File: config.mk
export PLATFORM = sky130hd
export DESIGN_NAME = bcd_disp_scan
export DESIGN_NICKNAME = d
export VERILOG_FILES = /design/src/rtl/bcd_disp_scan.sv
export SDC_FILE = /design/constraint.sdc
export NUM_CORES = 1
export LEC_CHECK = 0
export CAP_MARGIN = 20
export CORE_AREA = 2 2 76 78
export CTS_CLUSTER_DIAMETER = 80
export DETAILED_ROUTE_END_ITERATION = 10
export DIE_AREA = 0 0 78 80
export PLACE_DENSITY = 0.8
export SLEW_MARGIN = 20
export SYNTH_ARGS = -nofsm -noshare
export SYNTH_HDL_FRONTEND = slang
export SYNTH_SLANG_ARGS = --single-unit
File: constraint.sdc
create_clock -name clk -period 6.86 [get_ports clk]
set_input_delay 1.029 -clock clk [delete_from_list [all_inputs] [get_ports clk]]
set_output_delay 1.029 -clock clk [all_outputs]
set_load 0.02 [all_outputs]
File: src/rtl/bcd_disp_scan.sv
// bcd_disp_scan: converts an 8-bit binary value to three BCD digits with a
// serial double-dabble engine (8 cycles per conversion), then time-multiplexes
// the digits onto a shared 4-bit nibble with active-low digit enables.
//
// Optional feature: define BCD_DISP_BLANK_LZ_EN to blank leading zeros
// (hundreds and tens slots disabled when they would show a leading 0).
module bcd_disp_scan #(
  parameter int SCAN_DIV = 50000
) (
  input  logic       clk,
  input  logic       rst_n,
  input  logic       load,
  input  logic [7:0] value,
  output logic       busy,
  output logic [3:0] digit,
  output logic [2:0] dig_sel_n
);

  localparam int             PW      = $clog2(SCAN_DIV);
  localparam logic [PW-1:0]  PRE_MAX = PW'(SCAN_DIV - 1);

  typedef enum logic {
    IDLE,
    CONV
  } state_t;

  state_t        state;
  logic [3:0]    cnt;
  logic [7:0]    shift_q;
  logic [11:0]   scratch_q;
  logic [3:0]    ones_q;
  logic [3:0]    tens_q;
  logic [3:0]    hund_q;

  logic [PW-1:0] pre_q;
  logic [1:0]    idx_q;

  logic [11:0]   adj;
  logic [11:0]   conv_scratch;
  logic [7:0]    conv_shift;
  logic          done;

  logic          wrap;
  logic [1:0]    idx_nxt;
  logic [3:0]    ones_nxt;
  logic [3:0]    tens_nxt;
  logic [3:0]    hund_nxt;
  logic [3:0]    digit_nxt;
  logic [2:0]    sel_nxt;

  // Double-dabble step: add 3 to any nibble >= 5, then shift one bit in.
  always_comb begin
    // NOTE: every always_comb output gets a default first so no path can
    // leave it unassigned and infer a latch.
    adj = scratch_q;
    for (int i = 0; i < 3; i++) begin
      if (scratch_q[i*4 +: 4] >= 4'd5) adj[i*4 +: 4] = scratch_q[i*4 +: 4] + 4'd3;
    end
    conv_scratch = {adj[10:0], shift_q[7]};
    conv_shift   = {shift_q[6:0], 1'b0};
    done         = (state == CONV) && (cnt == 4'd1);
  end

  // Conversion FSM; display registers update atomically on the last step.
  always_ff @(posedge clk) begin
    if (!rst_n) begin
      state     <= IDLE;
      busy      <= 1'b0;
      cnt       <= 4'd0;
      shift_q   <= 8'd0;
      scratch_q <= 12'd0;
      ones_q    <= 4'd0;
      tens_q    <= 4'd0;
      hund_q    <= 4'd0;
    end else begin
      // NOTE: sequential state uses non-blocking assignments so every register
      // samples the pre-edge values, independent of statement order.
      case (state)
        IDLE: begin
          if (load) begin
            shift_q   <= value;
            scratch_q <= 12'd0;
            cnt       <= 4'd8;
            busy      <= 1'b1;
            state     <= CONV;
          end
        end
        CONV: begin
          scratch_q <= conv_scratch;
          shift_q   <= conv_shift;
          cnt       <= cnt - 4'd1;
          if (done) begin
            state  <= IDLE;
            busy   <= 1'b0;
            ones_q <= conv_scratch[3:0];
            tens_q <= conv_scratch[7:4];
            hund_q <= conv_scratch[11:8];
          end
        end
        default: state <= IDLE;
      endcase
    end
  end

  // Next scan index and next display contents, so a wrap and an update in
  // the same edge are both reflected in the registered outputs.
  always_comb begin
    wrap     = (pre_q == PRE_MAX);
    idx_nxt  = idx_q;
    if (wrap) idx_nxt = (idx_q == 2'd2) ? 2'd0 : idx_q + 2'd1;
    ones_nxt = done ? conv_scratch[3:0]  : ones_q;
    tens_nxt = done ? conv_scratch[7:4]  : tens_q;
    hund_nxt = done ? conv_scratch[11:8] : hund_q;
    case (idx_nxt)
      2'd1:    digit_nxt = tens_nxt;
      2'd2:    digit_nxt = hund_nxt;
      default: digit_nxt = ones_nxt;
    endcase
    sel_nxt = ~(3'b001 << idx_nxt);
`ifdef BCD_DISP_BLANK_LZ_EN
    if (idx_nxt == 2'd2 && hund_nxt == 4'd0) sel_nxt = 3'b111;
    if (idx_nxt == 2'd1 && hund_nxt == 4'd0 && tens_nxt == 4'd0) sel_nxt = 3'b111;
`endif
  end

  // Free-running scanner with registered digit/enable outputs.
  always_ff @(posedge clk) begin
    if (!rst_n) begin
      pre_q     <= '0;
      idx_q     <= 2'd0;
      digit     <= 4'h0;
      dig_sel_n <= 3'b110;
    end else begin
      pre_q     <= wrap ? '0 : pre_q + 1'b1;
      idx_q     <= idx_nxt;
      digit     <= digit_nxt;
      dig_sel_n <= sel_nxt;
    end
  end

endmodule
---- After elaboration in Yosys (flattened, before gate mapping) ----
Cells that the tools add are included.
operators by class
  equality and inequality tests ........... 7
  magnitude comparators ................... 3
  shift-type cells ........................ 1
  reductions and logical operators ........ 3
  bitwise operators ....................... 3
  multiply operators ...................... 0
  add/subtract/negate cells ............... 6
  muxes and demuxes ....................... 21
  div/mod/pow operators ................... 0
operators with widths
  kind                     count
  $mux W4                  6
  $pmux W12 S2             1
  $add A16 B1 Y16 const B  1
  $eq A16 B16 Y1 const B   1
  $pmux W4 S2              2
  $pmux W8 S2              1
  $ge A4 B3 Y1 const B     3
  $mux W12                 1
  $add A4 B2 Y4 const B    2
  $mux W8                  1
  $eq A2 B2 Y1 const B     2
  $eq A4 B1 Y1 const B     1
  $mux W1                  4
  $mux W2                  2
  $pmux W1 S2              2
  $sub A4 B1 Y4 const B    1
  $add A3 B2 Y3 const B    1
  $mux W3                  1
  $not A3 Y3               1
  $shl A1 B2 Y3 const A    1
  $add A2 B1 Y2 const B    1
  $eq A2 B1 Y1 const B     1
  $ne A2 B1 Y1 const B     1
  $ne A2 B2 Y1 const B     1
  other kinds (4)          5
storage, ports and cells
  ROM bits ................................ 0
  latch bits .............................. 0
  bits in registers ....................... 63
  memory bits (writable) .................. 0
  memories kept ........................... 0
  bits of input ports ..................... 11
  logic and storage cells ................. 56

---- Logic depth before layout (Yosys ltp) ----
Gate-level depths: netlist of the first run.
  word-level depth ........................ 5
  gate-level depth with buffers ........... 11
  mapped depth without buffers ............ 11

---- Worst setup path after synthesis of the first run ----
No wires, ideal clock.
  path kind ............................... register to register
  from .................................... reg pre_q[0]
  to ...................................... reg digit[1]
  setup slack ............................. 4319 ps
  required time ........................... 6740 ps
  arrival ................................. 2421 ps
  cell stages (with the launch flop) ...... 12
  setup time .............................. 120 ps
  cell sequence ........................... dfxtp_1 ha_1 nand3_1 nor4_1 nand4_1 mux2i_1 inv_1 ha_1 a22oi_1 nor3_1 a31o_2 o31a_1
between the ends
  word-level cells in the longest chain between the ends .. 4
RTL lines
  item                                                 line  source
  from (decl)                                          35    logic [PW-1:0] pre_q;
  from (signal assigned)                               134   pre_q <= wrap ? '0 : pre_q + 1'b1;
  $eq A16 B16 Y1 *                                     108   wrap = (pre_q == PRE_MAX);
  $mux W2 *                                            110   if (wrap) idx_nxt = (idx_q == 2'd2) ? 2'd0 : idx_q + 2'd1;
  via idx_nxt[1]                                       44    logic [1:0] idx_nxt;
  $eq A2 B2 Y1 / $eq A2 B1 Y1 (equally long branches)  114   case (idx_nxt)
  $pmux W4 S2 *                                        114
  to (signal assigned)                                 136   digit <= digit_nxt;
  to (decl)                                            15    output logic [3:0] digit,
The timed path passes the listed nets; every way through them passes the cells marked *.
A chain may end at the register's enable or synchronous reset.

==> qor.yml, run 1 <==
drt:
  drt.antenna.violating_nets: 0
  post-route-drc-count: 0
  drt_iter0_markers: 117
  vias_per_cell: 5.32
  post_drt_wl_per_cell_um: 12.6
  detailroute.via_count: 2294
  firstDrtPassIters: 5
  wl_mm: 5.43
layout:
  post_route_cells_drive_above_1_share_pct: 6.41
  areaGrowthSynthToFinish_pct: 16.6
  layout_utilization_pct: 62.2
  antenna_cells_inserted: 0
  final_net_count: 379
  postLayoutCellArea_um2: 3360
clock_network:
  htree_num_levels: 3
  cts.repair_timing.setup_buffer_count: 0
  cts_buffers: 9
  clock_latency_ns: 0.34
  cts.repair.resized: 0
  clk_pin_slew_ns: 0.08
  cts.path.max_buffers: 2
  clock-root-buffer: "sky130_fd_sc_hd__clkbuf_8"
  cts_tree: "done"
  cts.sinks: 63
  cts_hold_buffers: 0
synth:
  synth-main-ff-cell: "sky130_fd_sc_hd__dfxtp_1"
  yosys_warnings: 0
  mappedNetlistArea_um2: 2880
  ys_types: 40
  average_cell_area_after_synthesis_um2: 8.53
  ys_async_sr_fraction_pct: 0
  synth_nets: 363
  synth.ff_latch_count: 63
  synth-edff-count: 0
  synth-seq-area-share_pct: 43.7
  syn_inst: 338
setup_path:
  critical_path.top_delay_family: "buffers and inverters"
  path_class: "in2reg"
  critical_path.endpoint_type: "flip-flop"
  cp_max_fo: 36
  critPathBufInv: 2
  critical_path.cell_chain: "clkdlybuf4s50_1 -> clkinv_1 -> a21oi_1 -> o31a_1"
  timing.critical_path.from_type: "input pin"
  critical_path.max_stage_delay_ns: 0.92
  cp_data_arrival_time_ns: 3.34
  critPathSlowestCell: "sky130_fd_sc_hd__clkinv_1"
  worstPathRequired_ns: 7.13
global_route:
  met3_usage_pct: 5.43
  grt_use_met2_pct: 30.6
  global_route.overflow_total: 0
  gr-usage-all-layers_pct: 19.1
  grt-busiest-layer: "met2"
  groute.layer.met1.usage_pct: 24.0
  via_count_of_the_first_global_routing_pass: 2082
  grt_start_max_net_pins: 45
  grt_antenna_before_repair: 0
  global_route_wire_length_before_repair_mm: 9.34
timing:
  slew_headroom_pct: 34.5
  final_min_period_over_clock_period_pct: 44.7
  setup_tns_ns: 0
  setup_viol: 0
  fmax_mhz: 326
  final-hold-violation-count: 0
  setup_repair_after_global_routing_missed_its_margin: "false"
  post-route-worst-setup-slack_ns: 3.80
  fin_skew_ns: 0.0128
  fin_crit_ns: 3.06
  final_max_slew_viol_count: 0
  worst-slew-pin-transition_ns: 0.977
placement:
  numPortBuffers: 18
  place_worst_setup_slack_ns: 3.46
  hpwlAfterDp_mm: 3.54
  area_after_dpl_um2: 3100
  finalWeightedCongestion: 0.799
hold_path:
  min-delay-path-class: "reg2reg"
flow_run:
  cap_viol_max_count: 0
power:
  power.static_leakage_nw: 1.31
  share_seq_of_total_power_pct: 46.3
  switching_share_pct: 22.3
  combPwrFrac_pct: 5.9
  net-switching-power_w: 0.000183
  internal-power_w: 0.000636
  vdd_ir_drop_max_mv: 0.144
  power.density_nw_per_um2: 244
  clkPwrFrac_pct: 47.8
floorplan:
  floorplan_row_count: 27
  floorplan.io_pins: 19
  initial_cell_density_of_the_core_pct: 53.4
  design.core.area_um2: 5410
  die_height_um: 80
  die_w_um: 78
  dieArea_um2: 6240
run_status:
  status: "finished clean"
[stage by stage]
stage,cells,total power [W],hold slack (ns)
2_1_floorplan,338,0.000421,0.418
3_3_place_gp,414,0.000434,0.434
3_5_place_dp,414,0.000435,0.444
4_1_cts,430,0.000827,0.456
5_1_grt,431,0.000853,0.482
6_report,431,0.000819,0.454
[sequential cells by signal (all words and copies together), names as in the netlist, 2 cells and up]
| signal | count |
|---|---|
| ones_q | 4 |
| scratch_q | 12 |
| cnt | 4 |
| digit | 4 |
| dig_sel_n | 3 |
| idx_q | 2 |
| shift_q | 8 |
| pre_q | 16 |
| hund_q | 4 |
| tens_q | 4 |
[final cells by class]
cell class	count	area [um^2]
Timing Repair Buffer	21	210
Sequential cell	63	1260
Multi-Input combinational cell	243	1500
Inverter	16	60.1
Clock buffer	9	124
Clock inverter	7	121
Tap cell	72	90.1
Fill cell	459	2040
[layer usage]
| metal | vias to the layer above | wire (um) |
|---|---|---|
| met5 | - | 0 |
| met4 | 0 | 72 |
| met3 | 9 | 190 |
| met2 | 39 | 2570 |
| met1 | 1069 | 2610 |
| li1 | 1177 | - |
[logic make-up after synthesis]
| kind of cell | synth area share (%) |
|---|---|
| flip-flops | 43.7 |
| adder cells (fa/ha/maj) | 6.07 |
| buffers and inverters | 4.38 |
| multiplexers | 6.25 |
| AND/OR/NAND/NOR | 22.2 |
| XOR/XNOR | 5.47 |
| AO/OA/AOI/OAI | 11.9 |
[worst reg2reg max path, delay by kind of cell (launching register included)]
kind / cells / cell delay (ns)
AO/OA/AOI/OAI: 3 / 0.66
adder cells (fa/ha/maj): 2 / 0.47
buffers and inverters: 1 / 0.12
flip-flops: 1 / 0.36
multiplexers: 1 / 0.42
AND/OR/NAND/NOR: 4 / 0.80
[worst paths after layout]
| check | startpoint | to | slack (ns) | cells past startpoint |
|---|---|---|---|---|
| setup / recovery | rst_n | digit[0]$_SDFF_PN0_ | 3.80 | 4 |
| hold / removal | pre_q[0]$_SDFF_PP0_ | pre_q[0]$_SDFF_PP0_ | 0.45 | 1 |
| setup reg to reg | pre_q[0]$_SDFF_PP0_ | digit[1]$_SDFF_PN0_ | 3.90 | 11 |
| hold reg to reg | pre_q[0]$_SDFF_PP0_ | pre_q[0]$_SDFF_PP0_ | 0.45 | 1 |
[power by group through the flow]
stage	Combinational, W	Sequential, W	Clock, W
6_report	0.0000482	0.000380	0.000391
5_1_grt	0.0000543	0.000381	0.000418
4_1_cts	0.0000478	0.000380	0.000399
3_5_place_dp	0.0000472	0.000388	0
3_3_place_gp	0.0000459	0.000388	0
2_1_floorplan	0.0000336	0.000387	0
[layout by cell type, fill, tap and decap left out, types with 3 or more instances in the layout]
cell type,netlist,routed
sky130_fd_sc_hd__dfxtp_1,63,63
sky130_fd_sc_hd__nor2_1,59,59
sky130_fd_sc_hd__a21oi_1,35,35
sky130_fd_sc_hd__nand2_1,23,23
sky130_fd_sc_hd__mux2i_1,18,18
sky130_fd_sc_hd__clkdlybuf4s50_1,0,18
sky130_fd_sc_hd__inv_1,14,14
sky130_fd_sc_hd__ha_1,14,14
sky130_fd_sc_hd__nor3_1,12,12
sky130_fd_sc_hd__o21ai_0,11,11
sky130_fd_sc_hd__xnor2_1,10,10
sky130_fd_sc_hd__nor3b_1,9,9
sky130_fd_sc_hd__clkbuf_8,0,9
sky130_fd_sc_hd__xor2_1,8,8
sky130_fd_sc_hd__nand2b_1,7,7
sky130_fd_sc_hd__nand3_1,4,4
sky130_fd_sc_hd__nand4_1,4,4
sky130_fd_sc_hd__and3_1,4,4
sky130_fd_sc_hd__and2_1,3,3
sky130_fd_sc_hd__o21a_1,3,3
sky130_fd_sc_hd__bufinv_16,0,3
sky130_fd_sc_hd__clkinv_4,0,3
[synth_stat cells (2+ instances only)]
cell                       instances  share of area [%]
sky130_fd_sc_hd__a21oi_1          35                6.1
sky130_fd_sc_hd__and3_1            4               0.87
sky130_fd_sc_hd__nand4_1           4               0.87
sky130_fd_sc_hd__nor3_1           12                2.1
sky130_fd_sc_hd__dfxtp_1          63                 44
sky130_fd_sc_hd__inv_1            14                1.8
sky130_fd_sc_hd__mux2i_1          18                6.2
sky130_fd_sc_hd__nor3b_1           9                2.3
sky130_fd_sc_hd__xnor2_1          10                3.0
sky130_fd_sc_hd__o21a_1            3               0.78
sky130_fd_sc_hd__and2_1            3               0.65
sky130_fd_sc_hd__o21ai_0          11                1.9
sky130_fd_sc_hd__nand2b_1          7                1.5
sky130_fd_sc_hd__ha_1             14                6.1
sky130_fd_sc_hd__clkbuf_1         12                1.6
sky130_fd_sc_hd__nor2_1           59                7.7
sky130_fd_sc_hd__nand3_1           4               0.69
sky130_fd_sc_hd__a31oi_1           2               0.43
sky130_fd_sc_hd__buf_2             2               0.35
sky130_fd_sc_hd__xor2_1            8                2.4
sky130_fd_sc_hd__o31a_1            2               0.61
sky130_fd_sc_hd__nand2_1          23                3.0
sky130_fd_sc_hd__and4_1            2               0.61
Power figures use the tool's default switching activity.
==> run 2, diff against run 1 <==
--- a/config.mk
+++ b/config.mk
@@ -6,11 +6,11 @@
 export NUM_CORES = 1
 export LEC_CHECK = 0
 export CAP_MARGIN = 20
-export CORE_AREA = 2 2 76 78
+export CORE_AREA = 2 2 77 79
 export CTS_CLUSTER_DIAMETER = 80
 export DETAILED_ROUTE_END_ITERATION = 10
-export DIE_AREA = 0 0 78 80
-export PLACE_DENSITY = 0.8
+export DIE_AREA = 0 0 79 81
+export PLACE_DENSITY = 0.81
 export SLEW_MARGIN = 20
 export SYNTH_ARGS = -nofsm -noshare
 export SYNTH_HDL_FRONTEND = slang
==> constraint.sdc (replaced) <==
create_clock -name clk -period 2.5 [get_ports clk]
set_input_delay 0.375 -clock clk [delete_from_list [all_inputs] [get_ports clk]]
set_output_delay 0.375 -clock clk [all_outputs]
set_load 0.02 [all_outputs]
==> run 2 against run 1 <==
Critical path depth up 6. Flip-flop and latch count stayed put. Cell count increased by 4.6%. Cell area is 4.2% higher. Core utilization decreased by 0.49 points. Combinational power grew to 2.9 times the previous value. Sequential power grew to 2.8 times the previous value. Register-to-register slack lost 3.9 ns. Critical endpoint is now digit[1]$_SDFF_PN0_.
==> qor.yml, run 2 (synthesis gave the netlist of run 1 again) <==
run_status:
  status: "finished clean"
drt:
  firstDrtPassIters: 4
  detailroute.via_count: 2388
  wl_mm: 6.06
  dr_wl_met3_um: 206
  post-route-drc-count: 0
  post_drt_wl_per_cell_um: 13.4
  vias_per_cell: 5.29
  top_layer_used: "met4"
  detail_route.wirelength.met1_mm: 2.66
  drt.antenna.violating_nets: 0
  met2RoutedLength_mm: 3.02
  drt_iter0_markers: 132
power:
  total_power_w: 0.00198
  vdd_ir_drop_max_mv: 0.252
  share_seq_of_total_power_pct: 52.7
  power.density_nw_per_um2: 566
  internal-power_w: 0.00150
  switching_share_pct: 24.3
  clkPwrFrac_pct: 40.2
  combPwrFrac_pct: 7.1
  net-switching-power_w: 0.000483
  power.static_leakage_nw: 1.36
timing:
  final_min_period_over_clock_period_pct: 99.2
  fin_skew_ns: 0.00668
  setup_repair_after_global_routing_missed_its_margin: "true"
  worst-slew-pin-transition_ns: 0.753
  final_max_slew_viol_count: 0
  fin_crit_ns: 2.48
  fmax_mhz: 403
  fin_worst_hold_slack_ns: 0.453
  final-hold-violation-count: 0
  slew_headroom_pct: 49.7
  setup_viol: 0
layout:
  largest_register_ff_count: 16
  final_net_count: 396
  post_route_cells_drive_above_1_share_pct: 13.6
  areaGrowthSynthToFinish_pct: 21.5
  antenna_cells_inserted: 0
  max_flop_register: "pre_q"
  postLayoutCellArea_um2: 3500
  layout_utilization_pct: 61.7
  layout.cells.most_common_list: "61 x sky130_fd_sc_hd__dfxtp_1, 59 x sky130_fd_sc_hd__nor2_1, 35 x sky130_fd_sc_hd__a21oi_1"
  layout_commonest_cell: "sky130_fd_sc_hd__dfxtp_1"
  largest_registers: "pre_q x16, scratch_q x12, shift_q x8"
clock_network:
  clock-root-buffer: "sky130_fd_sc_hd__clkbuf_8"
  cts_buffers: 9
  clk_pin_slew_ns: 0.07
  htree_num_levels: 3
  cts.sinks: 63
  clock_latency_ns: 0.34
  cts_tree: "done"
  cts.path.max_buffers: 2
floorplan:
  floorplan_row_count: 28
  initial_cell_density_of_the_core_pct: 50.8
  dieArea_um2: 6400
  floorplan.io_pins: 19
  die_w_um: 79
  design.core.area_um2: 5680
  die_height_um: 81
global_route:
  global_route_wire_length_before_repair_mm: 9.81
  grt_start_max_net_pins: 44
  grt_antenna_before_repair: 0
  global_route.overflow_total: 0
  via_count_of_the_first_global_routing_pass: 2229
  gr-usage-all-layers_pct: 19.8
placement:
  numPortBuffers: 18
  finalWeightedCongestion: 0.821
  hpwlAfterDp_mm: 3.70
  area_after_dpl_um2: 3180
setup_path:
  worstPathRequired_ns: 2.74
  cp_max_fo: 7
  path_class: "reg2reg"
  critical_path.endpoint_type: "flip-flop"
  timing.critical_path.from_type: "flip-flop"
  cp_data_arrival_time_ns: 2.72
hold_path:
  min-delay-path-class: "reg2reg"
flow_run:
  cap_viol_max_count: 0
run 2: cell types whose count changed in the layout (fill, tap and decap cells not counted), sizes merged:
cell / delta
clkinvlp: +1
bufinv: -3
clkinv: -2
clkbuf: +4
buf: +17
run 2: per-stage QoR:
stage	TNS, ns	std cells	setup slack [ns]
6_report	0	451	0.0201
5_1_grt	-0.199	451	-0.123
4_1_cts	0	445	0.0163
3_5_place_dp	-0.238	426	-0.190
3_3_place_gp	0	426	0.0511
2_1_floorplan	0	338	0.0196
run 2: final timing paths:
path | slack [ns] | startpoint | to | cells after the start
setup / recovery | 0.02 | pre_q[1]$_SDFF_PP0_ | digit[1]$_SDFF_PN0_ | 10
hold / removal | 0.45 | hund_q[2]$_SDFFE_PN0P_ | hund_q[2]$_SDFFE_PN0P_ | 2
setup reg to reg | 0.02 | pre_q[1]$_SDFF_PP0_ | digit[1]$_SDFF_PN0_ | 10
hold reg to reg | 0.45 | hund_q[2]$_SDFFE_PN0P_ | hund_q[2]$_SDFFE_PN0P_ | 2
run 2: metal layers:
| metal | global-route usage, % | up-vias |
|---|---|---|
| li1 | - | 1215 |
| met1 | 22.2 | 1116 |
| met2 | 33.6 | 37 |
| met3 | 5.67 | 20 |
| met4 | 11.4 | 0 |
| met5 | 0 | - |
run 2: layout make-up:
cell class	count	area (um^2)
well taps	75	93.8
flip-flops and latches	63	1260
inverters	16	60.1
repair buffers	38	334
clock buffers	13	159
multi-input cells	243	1580
fillers	468	2170
clock inverters	3	17.5
run 2: critical path, stage by stage, from the launching register on:
cell                      delay, ns
sky130_fd_sc_hd__dfxtp_2       0.36
sky130_fd_sc_hd__ha_4          0.15
sky130_fd_sc_hd__nand3_4       0.08
sky130_fd_sc_hd__nor4_4        0.21
sky130_fd_sc_hd__nand4_1       0.26
sky130_fd_sc_hd__mux2i_2       0.25
sky130_fd_sc_hd__ha_1          0.33
sky130_fd_sc_hd__inv_2         0.08
sky130_fd_sc_hd__and3_1        0.17
sky130_fd_sc_hd__a31o_1        0.19
sky130_fd_sc_hd__o31a_1        0.29
run 2: power by group through the flow:
stage | Combinational (W) | Clock [W] | Sequential, W
floorplan | 0.0000922 | 0 | 0.00106
global placement | 0.000131 | 0 | 0.00106
detailed placement | 0.000133 | 0 | 0.00106
CTS | 0.000135 | 0.000801 | 0.00104
global route | 0.000157 | 0.000847 | 0.00105
finish | 0.000140 | 0.000797 | 0.00105
run 2: repair_timing:
action / CTS / global route
endpoints found under the setup margin: 2 / 3
pin swaps: 1 / 8
gates resized for setup: 3 / 15
setup buffers: 3 / 6
hold buffers: 0 / 0
